--- src/rtl/fetch_unit_pkg.sv ---
// rtl/fetch_unit_pkg.sv - opcode constants, fetch entry type and immediate helpers shared with decode
package fetch_unit_pkg;

    localparam int LEN_INST = 32;
    localparam int LEN_WORD = 32;

    localparam logic [6:0] OP_JAL    = 7'b1101111;
    localparam logic [6:0] OP_BRANCH = 7'b1100011;

    typedef struct packed {
        logic [LEN_INST-1:0] inst;
        logic [LEN_WORD-1:0] pc;
        logic                pred;
    } fetch_entry_t;

    // B-format and J-format byte offsets, sign-extended to a full word
    function automatic logic [LEN_WORD-1:0] imm13(input logic [LEN_INST-1:0] inst);
        return {{19{inst[31]}}, inst[31], inst[7], inst[30:25], inst[11:8], 1'b0};
    endfunction

    function automatic logic [LEN_WORD-1:0] imm21(input logic [LEN_INST-1:0] inst);
        return {{11{inst[31]}}, inst[31], inst[19:12], inst[20], inst[30:21], 1'b0};
    endfunction

endpackage

--- src/rtl/fetch_fifo.sv ---
// rtl/fetch_fifo.sv - synchronous FIFO of fetched {inst, pc, pred} entries with flush
module fetch_fifo
    import fetch_unit_pkg::*;
#(
    parameter int DEPTH = 4,
    localparam int AW = $clog2(DEPTH),
    localparam int CW = AW + 1
)(
    input  logic         clk,
    input  logic         rst,
    input  logic         flush,
    input  logic         wr_en,
    input  fetch_entry_t wr_data,
    input  logic         rd_en,
    output fetch_entry_t rd_data,
    output logic [CW-1:0] count
);

    fetch_entry_t  mem [DEPTH];
    logic [AW-1:0] wr_ptr;
    logic [AW-1:0] rd_ptr;

    // Storage is reset so the head reads as zero straight out of reset
    always_ff @(posedge clk or posedge rst) begin
        if (rst) begin
            wr_ptr <= '0;
            rd_ptr <= '0;
            count  <= '0;
            for (int i = 0; i < DEPTH; i++) begin
                mem[i] <= '0;
            end
        end else if (flush) begin
            wr_ptr <= '0;
            rd_ptr <= '0;
            count  <= '0;
        end else begin
            if (wr_en) begin
                mem[wr_ptr] <= wr_data;
                wr_ptr      <= wr_ptr + 1'b1;
            end
            if (rd_en) begin
                rd_ptr <= rd_ptr + 1'b1;
            end
            count <= count + CW'(wr_en) - CW'(rd_en);
        end
    end

    assign rd_data = mem[rd_ptr];

endmodule

--- src/rtl/fetch_unit.sv ---
// rtl/fetch_unit.sv - instruction fetch: PC generation, imem reads, output FIFO, redirect flush
// FETCH_BTFN_EN enables static backward-taken/forward-not-taken prediction at enqueue.
module fetch_unit
    import fetch_unit_pkg::*;
#(
    parameter logic [31:0] RESET_PC    = 32'h0000_0000,
    parameter int          IMEM_AW     = 14,
    parameter int          MEM_LATENCY = 1,
    parameter int          DEPTH       = 4
)(
    input  logic               clk,
    input  logic               rst,
    output logic               imem_en,
    output logic [IMEM_AW-1:0] imem_addr,
    input  logic [31:0]        imem_rdata,
    input  logic               redirect_valid,
    input  logic [31:0]        redirect_pc,
    output logic               out_valid,
    input  logic               out_ready,
    output logic [31:0]        out_inst,
    output logic [31:0]        out_pc,
    output logic               out_pred_taken
);

    localparam int CW = $clog2(DEPTH) + 1;

    logic [31:0]            pc_fetch;
    logic [MEM_LATENCY-1:0] pipe_valid;
    logic [31:0]            pipe_pc [MEM_LATENCY];
    logic [CW-1:0]          fifo_count;
    logic [CW-1:0]          inflight_count;
    logic                   credit_ok;
    logic                   issue;
    logic                   enq;
    logic                   pop;
    logic                   predict_taken;
    fetch_entry_t           enq_entry;
    fetch_entry_t           head;

    always_comb begin
        inflight_count = '0;
        for (int i = 0; i < MEM_LATENCY; i++) begin
            inflight_count = inflight_count + CW'(pipe_valid[i]);
        end
    end

    // Every in-flight read owns a FIFO slot, so the FIFO can never overflow
    assign credit_ok = (fifo_count + inflight_count) < CW'(DEPTH);
    assign issue     = credit_ok && !redirect_valid && !predict_taken && !rst;
    assign imem_en   = issue;
    assign imem_addr = issue ? pc_fetch[IMEM_AW+1:2] : '0;

`ifdef FETCH_BTFN_EN
    logic [31:0] predict_target;

    always_comb begin
        predict_taken  = 1'b0;
        predict_target = pipe_pc[MEM_LATENCY-1] + imm21(imem_rdata);
        if (pipe_valid[MEM_LATENCY-1]) begin
            if (imem_rdata[6:0] == OP_JAL) begin
                predict_taken = 1'b1;
            end else if (imem_rdata[6:0] == OP_BRANCH && imem_rdata[31]) begin
                predict_taken  = 1'b1;
                predict_target = pipe_pc[MEM_LATENCY-1] + imm13(imem_rdata);
            end
        end
    end
`else
    assign predict_taken = 1'b0;
`endif

    assign enq            = pipe_valid[MEM_LATENCY-1] && !redirect_valid;
    assign enq_entry.inst = imem_rdata;
    assign enq_entry.pc   = pipe_pc[MEM_LATENCY-1];
    assign enq_entry.pred = predict_taken;
    assign pop            = out_valid && out_ready;

    always_ff @(posedge clk or posedge rst) begin
        if (rst) begin
            pc_fetch   <= RESET_PC;
            pipe_valid <= '0;
            for (int i = 0; i < MEM_LATENCY; i++) begin
                pipe_pc[i] <= '0;
            end
        end else begin
            for (int i = MEM_LATENCY - 1; i > 0; i--) begin
                pipe_valid[i] <= pipe_valid[i-1];
                pipe_pc[i]    <= pipe_pc[i-1];
            end
            pipe_valid[0] <= issue;
            pipe_pc[0]    <= pc_fetch;
            // External redirect outranks a prediction made in the same cycle
            if (redirect_valid) begin
                pipe_valid <= '0;
                pc_fetch   <= redirect_pc & ~32'd3;
            end else if (predict_taken) begin
`ifdef FETCH_BTFN_EN
                pipe_valid <= '0;
                pc_fetch   <= predict_target;
`endif
            end else if (issue) begin
                pc_fetch <= pc_fetch + 32'd4;
            end
        end
    end

    fetch_fifo #(.DEPTH(DEPTH)) u_fifo (
        .clk     (clk),
        .rst     (rst),
        .flush   (redirect_valid),
        .wr_en   (enq),
        .wr_data (enq_entry),
        .rd_en   (pop),
        .rd_data (head),
        .count   (fifo_count)
    );

    assign out_valid      = (fifo_count != '0);
    assign out_inst       = head.inst;
    assign out_pc         = head.pc;
    assign out_pred_taken = head.pred;

endmodule
--- config.mk ---
export PLATFORM = sky130hd
export DESIGN_NAME = fetch_unit
export DESIGN_NICKNAME = d
export VERILOG_FILES = /design/src/rtl/fetch_unit_pkg.sv /design/src/rtl/fetch_fifo.sv /design/src/rtl/fetch_unit.sv
export SDC_FILE = /design/constraint.sdc
export NUM_CORES = 1
export LEC_CHECK = 0
export CAP_MARGIN = 0
export CORE_AREA = 2 2 160 162
export CTS_CLUSTER_DIAMETER = 50
export DETAILED_ROUTE_END_ITERATION = 7
export DIE_AREA = 0 0 162 164
export PLACE_DENSITY = 0.79
export SLEW_MARGIN = 30
export SYNTH_ARGS = -nofsm -noshare
export SYNTH_HDL_FRONTEND = slang
export SYNTH_SLANG_ARGS = --single-unit
export TNS_END_PERCENT = 30
--- constraint.sdc ---
create_clock -name clk -period 13.2 [get_ports clk]
set_clock_uncertainty 0.15 [all_clocks]
set_input_delay 2.64 -clock clk [delete_from_list [all_inputs] [get_ports clk]]
set_output_delay 2.64 -clock clk [all_outputs]
set_load 0.02 [all_outputs]
==> impl_results.md, run 1 <==
- Status: finished clean
- Die area: 0.02657 mm2
- Nets: 1127
- CP Launch Type: primary input
- ANT nets after route: 0
- Ys flop type: dfrtp_1
- I/O Buffers: 143
- Critical path required time: 10410 ps
- Initial core utilization: 0.5599
- Hold Path Class: reg2reg
- CTS tree: built
- Static Leak: 7.397 nW
- CTS Root Cell: clkbuf_16
- Clk buf depth: 3
- # setup viols final: 0
- Ports: 149
- CTS Hold Bufs: 0
- EDFF count, synth: 0
- Post-synthesis async set-or-reset flop share: 1.000
- Vias in the first global route: 8761
- Setup repair bufs after CTS: 0
- Worst setup path category: in2out
- Total GRT Usage: 0.2169
- Synth Area per Inst: 15.07 um2
- Clk slew on worst S/H paths: 60 ps
- Post-cts resize count: 0
- Layout Cell Area excl Fill: 0.01685 mm2
- Via count: 8219
- Core area: 0.02482 mm2
- CTS buffer count: 35
- Area after DPL: 0.01559 mm2
- Peak VDD IR: 0.1181 mV
- Commonest cells post-synth: dfrtp_1, mux2_2, mux4_2
- Max Fclk: 130.7 MHz
- Num Clock Sinks: 316
- Synth Warn #: 0
- Chip Width: 162 um
- Flops & latches, synth: 316
- Tot Pwr: 3.566 mW
- Drt drc: 0
- RSZ-0062 raised after global routing: no
- First-pass GRT wire length: 45770 um
- Slew HR: 0.4131
- Share of layout cells above drive strength 1: 0.3680
- Synth area leaders: dfrtp_1, mux2_2, mux4_2
- Critical Path Fanout Max: 49
- Count leader, synth: dfrtp_1
- Pwr dens: 211.7 mW/mm2
- Seq/Total Area, Yosys: 0.5691
- RePlAce Congestion: 0.8085
- Synth Instances: 922
- Slew Viols, Final: 0
- Number of library cell types mapped by synthesis: 53
- Die Y: 164 um
- Initial DRC count: 646
- Initial antenna violation count: 1
- Worst slew pin tran: 879.4 ps
- Crit path DAT: 4860 ps
- Synth area leader: dfrtp_1
- # rows: 58
- Fin crit period: 7649 ps
- Worst-skew pair later-pin latency: 510 ps
- # fillers: 1726
- Dpl hpwl: 16210 um
- Drt total wl: 27810 um
- CP endpoint kind: primary output
- Largest net degree at the start of global routing: 93
- Area delta synth->final: 21.23%
- Routed WL per cell: 19.76 um
- Top-area cell type share of the netlist area: 0.5691
- GRT overflow: 0
- Synthesized area: 0.01390 mm2
- 1st-pass router iterations: 4
- H-tree levels: 2
- Final period utilization: 0.5794
- Total of max-cap violations: 0
- Hold Fails Final Rpt: 0
- Drt via density: 5.842
- TNS Setup: 0 ps
## stage by stage
stage | worst slack, ps | instances | hold WS (ps) | util
5_1_grt | 5343 | 1406 | 292.0 | 0.6787
3_3_place_gp | 5570 | 1343 | 258.9 | 0.6260
2_1_floorplan | 1667 | 924 | 211.1 | -
3_5_place_dp | 5573 | 1344 | 260.2 | 0.6281
6_report | 5551 | 1407 | 279.5 | 0.6788
4_1_cts | 5561 | 1406 | 275.5 | 0.6779
## report_power, final
group	leakage, nW	switching [mW]	total (mW)	internal [mW]
combinational	2.75	0.488	1.15	0.665
sequential	4.03	0.171	1.39	1.22
clock	0.612	0.386	1.02	0.634
## final cells by class
type | count | area, um2 | area share
clock buffers | 45 | 994.7 | 0.05905
clock inverters | 17 | 240.2 | 0.01426
diodes | 1 | 2.502 | 0.0001485
repair buffers | 149 | 1504 | 0.08927
well taps | 330 | 412.9 | 0.02451
flip-flops and latches | 316 | 7915 | 0.4698
inverters | 12 | 52.55 | 0.003119
multi-input cells | 537 | 5724 | 0.3398
## cells in the final DEF (no fill, tap or decap), types with 6 or more instances in the layout
master | synthesis | final
mux2_2 | 248 | 248
nand3_1 | 17 | 17
o31ai_1 | 10 | 10
a31oi_1 | 14 | 14
clkbuf_16 | 0 | 36
mux4_2 | 62 | 62
or4_1 | 13 | 13
clkdlybuf4s50_1 | 0 | 143
and2_1 | 14 | 14
dfrtp_1 | 316 | 314
nand4_1 | 13 | 13
ha_1 | 7 | 7
clkbuf_8 | 2 | 6
inv_1 | 12 | 11
xnor2_1 | 9 | 9
nand2_1 | 29 | 25
o21ai_0 | 13 | 13
clkinv_2 | 0 | 6
nor2_1 | 26 | 26
## state kept, by name (all words and copies together) (netlist names)
name / count
u_fifo.count: 3
pipe_pc: 30
u_fifo.wr_ptr: 2
u_fifo.rd_ptr: 2
u_fifo.mem: 248
pc_fetch: 30
pipe_valid: 1
## logic make-up after synthesis
family,count (synthesis),share of synthesized area
other,1,0.0002699
and+or+nand+nor,140,0.05735
DFF,316,0.5691
AOI/OAI and AO/OA,63,0.03133
xor gates and xnor gates,11,0.006934
muxes,312,0.3029
buffers and inverters,71,0.02440
adders and majority gates,8,0.007743
## final timing paths
path	endpoint	depth (start not counted)	startpoint	slack, ps
max in group asynchronous	u_fifo.mem[35]	4	rst	8500
max reg2reg	u_fifo.mem[236]	3	pipe_valid	10750
min reg2reg	pipe_pc[31]	0	pc_fetch[31]	280
min in group asynchronous	pc_fetch[3]	2	rst	2600
max	imem_addr[13]	5	redirect_valid	5550
min	pipe_pc[31]	0	pc_fetch[31]	280
## routing by layer
| metal | vias up | GRT usage | part of all wire |
|---|---|---|---|
| met5 | - | 0 | 0 |
| met4 | 0 | 0.06476 | 0.019 |
| met3 | 44 | 0.04040 | 0.047 |
| met2 | 220 | 0.3501 | 0.48 |
| met1 | 4253 | 0.3046 | 0.45 |
| li1 | 3702 | - | - |
## critical path, stage by stage
cell and delay [ps]:
clkdlybuf4s50_1 390, buf_4 260, a211oi_2 690, and2_2 250
clkdlybuf4s50_1 600
Power figures use the tool's default switching activity.
==> run 2: changes to the inputs <==
Settings changed: CORE_AREA 2 2 160 162 to 2 2 169 171, DIE_AREA 0 0 162 164 to 0 0 171 173, PLACE_DENSITY 0.79 to 0.75.
Clock period 13.2 ns to 6.3 ns, I/O delays scaled along.
==> impl_results.md, run 2 (synthesized netlist as in run 1, its figures left out) <==
- Status: finished clean (unchanged)
- Place WS: 1591 ps (was 5573 ps)
- Area delta synth->final: 23.15% (was 21.23%)
- Routed WL per cell: 19.23 um (was 19.76 um)
- Setup repair bufs after CTS: 0 (unchanged)
- Fin crit period: 4726 ps
- Dpl hpwl: 16400 um (was 16210 um)
- Hold_sp: pc_fetch[30] (was pc_fetch[31])
- Die Y: 173 um (was 164 um)
- H-tree levels: 2 (unchanged)
- Initial antenna violation count: 0 (was 1)
- Most frequent cells in the layout: dfrtp_1, mux2_2, clkdlybuf4s50_1 (unchanged)
- Tot Pwr: 7.722 mW (was 3.566 mW)
- Sw frac: 0.2860 (was 0.2928)
- CP Launch Type: primary input (unchanged)
- CP endpoint kind: primary output (unchanged)
- Worst slew pin tran: 946.0 ps (was 879.4 ps)
- # diodes: 0 (was 1)
- Initial DRC count: 468 (was 646)
- Cell Count Post-Placement: 1392 (was 1344)
- Comb pwr share: 0.311 (was 0.323)
- Drt via density: 5.643 (was 5.842)
- Clk buf depth: 3 (unchanged)
- Die area: 0.02958 mm2 (was 0.02657 mm2)
- Post-cts resize count: 0 (unchanged)
- Worst setup path category: in2out (unchanged)
- Vias in the first global route: 8637 (was 8761)
- Drt total wl: 28150 um (was 27810 um)
- Core Util, Final: 0.6194 (was 0.6788)
- P_sw: 2.208 mW (was 1.044 mW)
- First-pass GRT wire length: 46000 um (was 45770 um)
- Total of max-cap violations: 0 (unchanged)
- GRT overflow: 0 (unchanged)
- Max reg flops: 248 (unchanged)
- Worst-skew pair later-pin latency: 510 ps (about the same)
- RePlAce Congestion: 0.7947 (was 0.8085)
- RSZ-0062 raised after global routing: no (unchanged)
- Hold Path Class: reg2reg (unchanged)
- Final non-filler cell total: 1464 (was 1407)
- CTS Root Cell: clkbuf_16 (unchanged)
- Ports: 149 (unchanged)
- # setup viols final: 0 (unchanged)
- Final period utilization: 0.7502
- Slew Viols, Final: 0 (unchanged)
- Initial core utilization: 0.5029 (was 0.5599)
- Num Clock Sinks: 316 (unchanged)
- Commonest non-fill, non-tap cell in the layout: dfrtp_1 (unchanged)
- Drt drc: 0 (unchanged)
- Critical Path Fanout Max: 17 (was 49)
- Peak VDD IR: 0.1925 mV (was 0.1181 mV)
- Layout Cell Area excl Fill: 0.01711 mm2 (was 0.01685 mm2)
- CTS buffer count: 39 (was 35)
- Nets: 1132 (was 1127)
- I/O Buffers: 143 (unchanged)
- Static Leak: 7.488 nW (was 7.397 nW)
- Hold-critical path depth: 0 (unchanged)
- Largest net degree at the start of global routing: 176 (was 93)
- Chip Width: 171 um (was 162 um)
- Largest reg by FF count: u_fifo.mem (unchanged)
- CTS Hold Bufs: 0 (unchanged)
- Via count: 8262 (was 8219)
- Critical path required time: 4890 ps (was 10410 ps)
- Max Fclk: 211.6 MHz
- # rows: 61 (was 58)
- R2r startpoint: u_fifo.count[1] (was pipe_valid)
- Clk slew on worst S/H paths: 60 ps (about the same)
- Clock power frac: 0.309 (was 0.286)
- Area after DPL: 0.01567 mm2 (was 0.01559 mm2)
- Hold Fails Final Rpt: 0 (unchanged)
- Slew HR: 0.3687 (was 0.4131)
- CTS tree: built (unchanged)
- 1st-pass router iterations: 5 (was 4)
- Core area: 0.02763 mm2 (was 0.02482 mm2)
- Critical path startpoint: rst (was redirect_valid)
- ANT nets after route: 0 (unchanged)
- Share of layout cells above drive strength 1: 0.3692 (was 0.3680)
- Int Pwr: 5.513 mW (was 2.522 mW)
- TNS Setup: 0 ps (unchanged)
- Crit path DAT: 3320 ps (was 4860 ps)
- Hold WS: 307.3 ps (was 279.5 ps)
- Final setup margin: 1574 ps (was 5551 ps)
- Reg power frac: 0.380 (was 0.391)
- Worst Reg-to-Reg Cells: 4 (was 3)
- Total GRT Usage: 0.1948 (was 0.2169)
- Largest registers: u_fifo.mem (248), pc_fetch (30), pipe_pc (30) (unchanged)
- Pwr dens: 451.2 mW/mm2 (was 211.7 mW/mm2)
[run 2: worst paths after layout]
check / end / slack [ps]
max: imem_addr[13] / 1570
min: pipe_pc[30] / 310
max reg2reg: pc_fetch[19] / 3840
min reg2reg: pipe_pc[30] / 310
max in group asynchronous: u_fifo.mem[194] / 3890
min in group asynchronous: u_fifo.wr_ptr[0] / 1240
[run 2: area by class of cell]
| type | instances | area (um2) |
|---|---|---|
| clock buffer | 55 | 1139 |
| timing repair buffer | 150 | 1541 |
| fill | 2115 | 10520 |
| clock inverter | 16 | 271.5 |
| multi-input combinational | 537 | 5724 |
| tap | 378 | 473.0 |
| inverter | 12 | 48.80 |
| sequential | 316 | 7915 |
[run 2: routing by layer]
layer  vias to the layer above  global-route usage  wire length [um]
li1                       3728                   -                 -
met1                      4296              0.2710             12720
met2                       199              0.3199             13720
met3                        39             0.03159              1216
met4                         0             0.05226               499
met5                         -                   0                 0
[run 2: power by group through the flow]
stage / Sequential, mW / Clock [mW] / Combinational, mW
5_1_grt: 3.01 / 2.53 / 2.56
3_3_place_gp: 2.96 / 0 / 2.34
2_1_floorplan: 2.79 / 0 / 1.61
3_5_place_dp: 2.96 / 0 / 2.43
4_1_cts: 2.93 / 2.44 / 2.44
6_report: 2.93 / 2.39 / 2.40
[run 2: worst max-delay path: stages]
cell and delay (ps):
clkdlybuf4s50_1 550, a211oi_2 650, and2_2 250, clkdlybuf4s50_1 600
==> run 3: changes to the inputs <==
Settings changed: CORE_AREA 2 2 169 171 to 2 2 160 162, DIE_AREA 0 0 171 173 to 0 0 162 164, PLACE_DENSITY 0.75 to 0.79.
Clock period 6.3 ns to 4.7 ns, I/O delays scaled along.
==> impl_results.md, run 3 (synthesized netlist as in run 1, its figures left out) <==
- Slew Viols, Final: 0 (unchanged)
- Worst Reg-to-Reg Cells: 4 (unchanged)
- Total of max-cap violations: 0 (unchanged)
- Hold Path Class: reg2reg (unchanged)
- Area delta synth->final: 21.57% (was 23.15%)
- Nets: 1137 (was 1132)
- # rows: 58 (was 61)
- CP max stage cell: a211oi_2 (unchanged)
- Tot Pwr: 9.888 mW (was 7.722 mW)
- Fin crit period: 4200 ps
- Reg2Reg Setup Slack: 2040 ps (was 3840 ps)
- CP endpoint kind: primary output (unchanged)
- Worst r2r dst: u_fifo.mem[183] (was pc_fetch[19])
- CTS buffer count: 36 (was 39)
- Crit path DAT: 3110 ps (was 3320 ps)
- Core area: 0.02482 mm2 (was 0.02763 mm2)
- Worst Hold Endpoint: pipe_pc[31] (was pipe_pc[30])
- Total GRT Usage: 0.2178 (was 0.1948)
- GRT overflow: 0 (unchanged)
- Chip Width: 162 um (was 171 um)
- Num Clock Sinks: 316 (unchanged)
- Drt total wl: 28030 um (was 28150 um)
- Dpl hpwl: 17320 um (was 16400 um)
- Static Leak: 7.481 nW (was 7.488 nW)
- Share of layout cells above drive strength 1: 0.3692 (unchanged)
- Final period utilization: 0.8936
- Hold-critical path depth: 0 (unchanged)
- Initial core utilization: 0.5599 (was 0.5029)
- I/O Buffers: 143 (unchanged)
- Crit path depth: 4 (unchanged)
- Worst-path cell chain: nand4_1 > a211oi_2 > and2_1 > clkdlybuf4s50_1 (was clkdlybuf4s50_1 > a211oi_2 > and2_2 > clkdlybuf4s50_1)
- CP Launch Type: flip-flop (was primary input)
- First-pass GRT wire length: 45640 um (was 46000 um)
- Die Y: 164 um (was 173 um)
- Commonest non-fill, non-tap cell in the layout: dfrtp_1 (unchanged)
- CP top delay family: compound AO/OA/AOI/OAI gates (was buffers and inverters)
- Most frequent cells in the layout: dfrtp_1, mux2_2, clkdlybuf4s50_1 (unchanged)
- Worst slew pin tran: 905.6 ps (was 946.0 ps)
- Largest registers: u_fifo.mem (248), pc_fetch (30), pipe_pc (30) (unchanged)
- Worst setup path category: reg2out (was in2out)
- RSZ-0062 raised after global routing: no (unchanged)
- Ports: 149 (unchanged)
- Vias in the first global route: 8639 (was 8637)
- RePlAce Congestion: 0.7964 (was 0.7947)
- Post-cts resize count: 0 (unchanged)
- H-tree levels: 2 (unchanged)
- Drt drc: 0 (unchanged)
- ANT nets after route: 0 (unchanged)
- Pwr dens: 585.3 mW/mm2 (was 451.2 mW/mm2)
- Initial DRC count: 519 (was 468)
- Drt via density: 5.848 (was 5.643)
- CTS Root Cell: clkbuf_16 (unchanged)
- Hold_sp: pc_fetch[31] (was pc_fetch[30])
- Max Fclk: 238.1 MHz
- Critical path required time: 3610 ps (was 4890 ps)
- R2r startpoint: pipe_valid (was u_fifo.count[1])
- 1st-pass router iterations: 4 (was 5)
- Initial antenna violation count: 1 (was 0)
- Hold Fails Final Rpt: 0 (unchanged)
- Worst-skew pair later-pin latency: 510 ps (about the same)
- Die area: 0.02657 mm2 (was 0.02958 mm2)
- Via count: 8281 (was 8262)
- Worst path max stage delay: 810 ps (was 650 ps)
- Largest net degree at the start of global routing: 104 (was 176)
- Setup repair bufs after CTS: 0 (unchanged)
- Routed WL per cell: 19.80 um (was 19.23 um)
- Largest reg by FF count: u_fifo.mem (unchanged)
- Clk buf depth: 3 (unchanged)
- Peak VDD IR: 0.3230 mV (was 0.1925 mV)
- # diodes: 0 (unchanged)
- Max reg flops: 248 (unchanged)
- Hold WS: 283.8 ps (was 307.3 ps)
- Critical Path Fanout Max: 17 (unchanged)
- CTS tree: built (unchanged)
- Bufs and invs on worst path: 1 (was 2)
- CTS Hold Bufs: 0 (unchanged)
- Status: finished clean (unchanged)
- Slew HR: 0.3956 (was 0.3687)
- # setup viols final: 0 (unchanged)
- Clk slew on worst S/H paths: 60 ps (about the same)
-- run 3: worst max-delay path by stage --
stage	from	end	slack, ps
6_report	u_fifo.count[1]	imem_addr[11]	500
5_1_grt	u_fifo.count[1]	imem_addr[13]	300
2_1_floorplan	rst	pc_fetch[10]	-600
3_5_place_dp	redirect_valid	imem_addr[13]	580
3_3_place_gp	redirect_valid	imem_addr[13]	650
4_1_cts	u_fifo.count[1]	imem_addr[13]	470
-- run 3: area by class of cell --
type                    count  area (um2)
fillers                  1789        7925
repair buffers            158        1644
flip-flops and latches    316        7915
clock buffers              53        1087
clock inverters            10       98.84
multi-input cells         537        5687
well taps                 330       412.9
inverters                  12       48.80
-- run 3: stage by stage --
stage / setup TNS, ps / setup WS, ps / instance area [um2] / std cells / util
after floorplan: -189870 / -600.8 / 13910 / 924 / -
after global placement: 0 / 654.9 / 15710 / 1353 / 0.6329
after detailed placement: 0 / 581.0 / 15710 / 1353 / 0.6329
after CTS: 0 / 466.7 / 16890 / 1416 / 0.6807
after global routing: 0 / 304.4 / 16890 / 1416 / 0.6807
final: 0 / 500.2 / 16890 / 1416 / 0.6807
-- run 3: metal layers --
layer | wire [um] | global-route usage
met1 | 12680 | 0.3035
met2 | 13480 | 0.3602
met4 | 488 | 0.05109
met3 | 1391 | 0.04192
met5 | 0 | 0
-- run 3: worst register-to-register path: cells and delay by family (launching register included) --
family	cells	cell delay, ps
muxes	1	290
buffers and inverters	1	370
and+or+nand+nor	2	1270
DFF	1	450
-- run 3: power by group --
part,internal [mW],switching (mW)
registers,3.44,0.458
logic,1.87,1.38
clock network,1.67,1.07
total,6.98,2.91
